==> src/rtl/treasure_report_ctrl.sv <==
// Treasure report controller: turns per-frame shape/colour codes from the
// image processor into debounced reports, handed to the Arduino over a
// REPORT_VALID/ACK handshake that gives up after ACK_TIMEOUT cycles.
module treasure_report_ctrl #(
  parameter int SETTLE_FRAMES = 4,
  parameter int MATCH_FRAMES  = 3,
  parameter int ACK_TIMEOUT   = 2500000,
  parameter int TMO_W         = 22
) (
  input  logic       CLK,
  input  logic       RESET,
  input  logic       ENABLE,
  input  logic       VGA_VSYNC_NEG,
  input  logic [2:0] RESULT,
  input  logic       ACK,
  output logic [2:0] REPORT,
  output logic       REPORT_VALID,
  output logic       TIMEOUT_PULSE,
  output logic [2:0] STATE
);

  typedef enum logic [2:0] {
    ST_IDLE    = 3'd0,
    ST_SETTLE  = 3'd1,
    ST_VOTE    = 3'd2,
    ST_PRESENT = 3'd3,
    ST_RELEASE = 3'd4
  } state_t;

  localparam int SW = $clog2(SETTLE_FRAMES + 1);
  localparam int MW = $clog2(MATCH_FRAMES + 1);
  localparam logic [SW-1:0]    SETTLE_LAST = SW'(SETTLE_FRAMES - 1);
  localparam logic [MW-1:0]    MATCH_MAX   = MW'(MATCH_FRAMES);
  localparam logic [TMO_W-1:0] TMO_LAST    = TMO_W'(ACK_TIMEOUT - 1);

  state_t           state_q, state_d;
  logic [SW-1:0]    settle_cnt_q, settle_cnt_d;
  logic [MW-1:0]    match_cnt_q, match_cnt_d;
  logic [2:0]       cand_q, cand_d;
  logic [2:0]       last_q, last_d;
  logic [TMO_W-1:0] tmo_cnt_q, tmo_cnt_d;
  logic [2:0]       report_q, report_d;
  logic             valid_q, valid_d;
  logic             pulse_q, pulse_d;

  logic vs_meta_q, vs_meta_d;
  logic vs_sync_q, vs_sync_d;
  logic vs_prev_q, vs_prev_d;
  logic ack_meta_q, ack_meta_d;
  logic ack_sync_q, ack_sync_d;

  logic       frame_tick;
  logic [2:0] vote_code;

  // Synchroniser inputs: vsync gets a third stage so its rising edge can be seen
  always_comb begin
    vs_meta_d  = VGA_VSYNC_NEG;
    vs_sync_d  = vs_meta_q;
    vs_prev_d  = vs_sync_q;
    ack_meta_d = ACK;
    ack_sync_d = ack_meta_q;
  end

  // Vsync idles high, so its flops reset high to avoid a phantom frame after reset
  always_ff @(posedge CLK or posedge RESET) begin
    if (RESET) begin
      vs_meta_q  <= 1'b1;
      vs_sync_q  <= 1'b1;
      vs_prev_q  <= 1'b1;
      ack_meta_q <= 1'b0;
      ack_sync_q <= 1'b0;
    end else begin
      vs_meta_q  <= vs_meta_d;
      vs_sync_q  <= vs_sync_d;
      vs_prev_q  <= vs_prev_d;
      ack_meta_q <= ack_meta_d;
      ack_sync_q <= ack_sync_d;
    end
  end

  // End of vsync marks a finished frame; the invalid code 111 votes as "nothing"
  assign frame_tick = vs_sync_q & ~vs_prev_q;
  assign vote_code  = (RESULT == 3'b111) ? 3'b000 : RESULT;

  // Next-state and datapath: settle, vote on consecutive codes, then handshake
  always_comb begin
    state_d      = state_q;
    settle_cnt_d = settle_cnt_q;
    match_cnt_d  = match_cnt_q;
    cand_d       = cand_q;
    last_d       = last_q;
    tmo_cnt_d    = tmo_cnt_q;
    report_d     = report_q;
    valid_d      = valid_q;
    pulse_d      = 1'b0;

    if (!ENABLE) begin
      state_d      = ST_IDLE;
      valid_d      = 1'b0;
      report_d     = 3'b000;
      settle_cnt_d = '0;
    end else begin
      case (state_q)
        ST_IDLE: begin
          state_d      = ST_SETTLE;
          settle_cnt_d = '0;
        end

        ST_SETTLE: begin
          if (frame_tick) begin
            if (settle_cnt_q == SETTLE_LAST) begin
              state_d      = ST_VOTE;
              settle_cnt_d = '0;
              cand_d       = 3'b000;
              match_cnt_d  = '0;
            end else begin
              settle_cnt_d = settle_cnt_q + SW'(1);
            end
          end
        end

        ST_VOTE: begin
          if (frame_tick) begin
            if (vote_code == cand_q) begin
              match_cnt_d = (match_cnt_q == MATCH_MAX) ? MATCH_MAX : match_cnt_q + MW'(1);
            end else begin
              cand_d      = vote_code;
              match_cnt_d = MW'(1);
            end
            if (match_cnt_d == MATCH_MAX) begin
              if (cand_d == 3'b000) begin
                last_d = 3'b000;
              end else if (cand_d != last_q) begin
                report_d  = cand_d;
                valid_d   = 1'b1;
                tmo_cnt_d = '0;
                state_d   = ST_PRESENT;
              end
            end
          end
        end

        ST_PRESENT: begin
          if (ack_sync_q) begin
            valid_d = 1'b0;
            last_d  = report_q;
            state_d = ST_RELEASE;
          end else if (tmo_cnt_q == TMO_LAST) begin
            valid_d     = 1'b0;
            pulse_d     = 1'b1;
            match_cnt_d = '0;
            state_d     = ST_VOTE;
          end else begin
            tmo_cnt_d = tmo_cnt_q + TMO_W'(1);
          end
        end

        ST_RELEASE: begin
          if (!ack_sync_q) begin
            match_cnt_d = '0;
            cand_d      = 3'b000;
            state_d     = ST_VOTE;
          end
        end

        default: begin
          state_d = ST_IDLE;
          valid_d = 1'b0;
        end
      endcase
    end
  end

  // Control state register
  always_ff @(posedge CLK or posedge RESET) begin
    if (RESET) begin
      state_q      <= ST_IDLE;
      settle_cnt_q <= '0;
      match_cnt_q  <= '0;
      cand_q       <= 3'b000;
      last_q       <= 3'b000;
      tmo_cnt_q    <= '0;
      report_q     <= 3'b000;
      valid_q      <= 1'b0;
      pulse_q      <= 1'b0;
    end else begin
      state_q      <= state_d;
      settle_cnt_q <= settle_cnt_d;
      match_cnt_q  <= match_cnt_d;
      cand_q       <= cand_d;
      last_q       <= last_d;
      tmo_cnt_q    <= tmo_cnt_d;
      report_q     <= report_d;
      valid_q      <= valid_d;
      pulse_q      <= pulse_d;
    end
  end

  assign REPORT        = report_q;
  assign REPORT_VALID  = valid_q;
  assign TIMEOUT_PULSE = pulse_q;
  assign STATE         = state_q;

endmodule
==> config.mk <==
export PLATFORM = sky130hd
export DESIGN_NAME = treasure_report_ctrl
export DESIGN_NICKNAME = d
export VERILOG_FILES = /design/src/rtl/treasure_report_ctrl.sv
export SDC_FILE = /design/constraint.sdc
export NUM_CORES = 1
export LEC_CHECK = 0
export BUFFER_PORTS_ARGS = -buffer_cell sky130_fd_sc_hd__buf_2
export CAP_MARGIN = 20
export CORE_ASPECT_RATIO = 0.7
export CORE_MARGIN = 1.5
export CORE_UTILIZATION = 39
export DETAILED_ROUTE_END_ITERATION = 10
export SLEW_MARGIN = 20
export SYNTH_ARGS = -nofsm -noshare
export SYNTH_HDL_FRONTEND = slang
export SYNTH_SLANG_ARGS = --single-unit
==> constraint.sdc <==
create_clock -name CLK -period 4.66 [get_ports CLK]
set_clock_uncertainty 0.1 [all_clocks]
set_input_delay 0 -clock CLK [delete_from_list [all_inputs] [get_ports CLK]]
set_output_delay 0 -clock CLK [all_outputs]
set_load 0.03 [all_outputs]
==> results.cfg <==
[outcome]
outcome = finished, final reports clean

[critical_path]
path_class = flop to flop
critPathArrivalTime_ps = 2570
cp_slowest_cell = o22ai_1
worstPathRequired_ps = 4750
worstPathCellList = nor4bb_1, a21oi_1, o22ai_1, a31o_2, nand4_1, a221o_1
r2r_setup_slack_ps = 2180
cp_max_fo = 7
crit_path_end_kind = flop
critical_path.top_delay_family = compound AO/OA/AOI/OAI gates
max_stage_delay_ps = 470
start_kind = flop
cp.buffers_inverters = 0

[synthesis]
synthFlopType = dfrtp_1
yosysSeqAreaShare_pct = 42.4
synth_top_cell_area_share_pct = 39.5
async_reset_ff_share_pct = 100
synth_cell_types = 61
synth_area_leaders = dfrtp_1, nand2_1, a21oi_1
syn_avg_cell_area_um2 = 9.14
syn-num-nets = 308
yosys-top-cells-count = dfrtp_1, nand2_1, a21oi_1
yosysTopAreaCell = dfrtp_1
netlist_area_um2 = 2730
syn_inst = 298
yosys_register_bits = 46
yosysMostFrequentCell = dfrtp_1
yosysWarnings = 0
synth_edf_count = 0

[routing]
vias = 2283
firstDrtPassIters = 4
final_antenna_net_count = 0
via_per_inst = 5.69
post-route-drc-count = 0
drtIter0Drc = 142
wire_per_inst_um = 15.8
drt_wl_total_mm = 6.35

[final_layout]
syn2layout_area_growth_pct = 8.72
fin_nets = 318
drive_gt1_share_pct = 12.4
antenna_cells = 0
stdcell_area_um2 = 2960

[grt]
grt_pass1_wl_mm = 10.8
grt_max_degree = 47
grt_pass1_vias = 2073
antenna_found_initial = 0
gr-total-overflow = 0
track_usage_pct = 18.6

[pwr]
p_leak_nw = 1.25
seq_power_share_pct = 49.2
p_sw_share_pct = 35.4
p_sw_mw = 0.365
powerDensity_nw_per_um2 = 347
p_clk_share_pct = 23.7
internal_power_mw = 0.664
combPwrFrac_pct = 27.1
peakVddDrop_mv = 0.167

[timing]
setup_tns_ps = 0
setup_viol = 0
hold_violations = 0
min_period_ps = 2480
fin_crit_sh_pct = 53.3
drv_slew = 0
max_freq_mhz = 403
slew_headroom_pct = 46.0
rsz0062_at_grt = false
tightest_slew_ps = 809

[floorplanning]
dieArea_um2 = 7510
dieHeight_um = 72.9
pin_count = 16
start_util_pct = 40.3
num_rows = 25
core_area_um2 = 6760
die_x_um = 103

[clock_network]
path_clk_slew_ps = 90
root_buffer = clkbuf_8
worst_skew_pair.late_latency_ps = 290
cts_max_path_buffers = 2
cts.sinks = 46
cts-resized-gates = 0
numCtsBuffers = 5
cts_tree = built
cts_setup_buffers = 0
htreeDepth = 2

[flow_run]
cap_viol_max_count = 0

[placed_design]
io_buffers = 15
dpl.hpwl_mm = 4.47
placed_area_um2 = 2840
place.gp.congestion = 0.872

[worst_hold_path]
hp-class = primary input to flop
-- power groups by stage --
stage | combinational [mW] | clock [mW] | sequential, mW
floorplan | 0.224 | 0 | 0.500
finish | 0.279 | 0.244 | 0.506
detailed placement | 0.274 | 0 | 0.514
global route | 0.313 | 0.272 | 0.518
CTS | 0.279 | 0.253 | 0.505
global placement | 0.273 | 0 | 0.510
-- what timing repair did --
item	4_1_cts	5_1_grt
hold endpoints to repair	46	0
endpoints found under the setup margin	0	0
hold buffers	4	0
-- worst reg2reg max path, cell delays in order, from the launching register on --
cell	delay, ps
dfrtp_1	430
nor4bb_1	290
a21oi_1	80
o22ai_1	470
a31o_2	280
nand4_1	280
a221o_1	440
-- final timing paths --
path | start | end | depth (start not counted)
min in group asynchronous | RESET | settle_cnt_q[2]$_DFFE_PP0P_ | 3
hold reg to reg | vs_meta_q$_DFF_PP1_ | vs_prev_d$_DFF_PP1_ | 0
hold / removal | RESULT[0] | REPORT[0]$_DFFE_PP0P_ | 4
setup reg to reg | cand_q[1]$_DFFE_PP0P_ | tmo_cnt_q[19]$_DFFE_PP0P_ | 6
max in group asynchronous | RESET | tmo_cnt_q[4]$_DFFE_PP0P_ | 3
setup / recovery | cand_q[1]$_DFFE_PP0P_ | tmo_cnt_q[19]$_DFFE_PP0P_ | 6
-- final cells by class --
type | instances | area, um^2
Fill cell | 696 | 3790
Timing Repair Buffer | 19 | 115
Clock buffer | 6 | 82.6
Tap cell | 94 | 118
Inverter | 10 | 38.8
Multi-Input combinational cell | 226 | 1450
Sequential cell | 46 | 1150
-- sequential cells by signal (all words and copies together), names as in the netlist, 2 cells and up --
register and cells:
REPORT 3, STATE 3, cand_q 3, last_q 3, match_cnt_q 2, settle_cnt_q 3
tmo_cnt_q 22
-- per-stage QoR --
stage          power (mW)  worst slack [ps]  util (%)  cells  hold WS (ps)
3_3_place_gp        0.784              2230      42.0    391          6.55
6_report             1.03              2180      43.9    401           135
5_1_grt              1.10              1930      43.9    401           160
2_1_floorplan       0.724              2410         -    298         -95.5
4_1_cts              1.04              2100      43.8    401           119
3_5_place_dp        0.787              2090      42.0    391          6.41
-- per-layer routing --
metal,share of wire [%],up-vias,GRT usage [%],wire [um]
li1,-,1122,-,-
met1,56,1112,31.6,3570
met5,0,-,0,0
met2,38,45,23.7,2420
met4,0.68,0,3.90,43
met3,4.9,4,3.54,313
-- logic make-up (layout without fill, tap and decap cells) --
family,after synthesis,count (layout),share of synthesized area [%]
AO/OA/AOI/OAI,84,84,22.5
XOR/XNOR,4,4,1.29
adder cells (fa/ha/maj),2,2,0.918
buffers and inverters,26,35,4.36
flip-flops,46,46,42.4
multiplexers,8,8,3.08
AND/OR/NAND/NOR,128,128,25.5
-- layout by cell type (no fill, tap or decap), types with 3 or more instances in the layout --
cell type      count
dfrtp_1           43
dlygate4sd3_1      4
dfstp_2            3
nand2_1           34
mux2_2             3
nor2_1            18
a31oi_4            3
o31ai_1            3
o21a_1             6
a41oi_1            3
buf_2             15
and3_1             8
nand2b_1           4
a21oi_1           20
nand3_1           14
nor2b_1            8
o22ai_1            3
mux2i_1            5
inv_1              9
a22o_1             3
nor3_1             8
a31oi_1           11
clkbuf_8           6
o21ai_0            9
and2_1             8
nand4_1            8
Note: power is estimated with default switching activity, not from simulation.
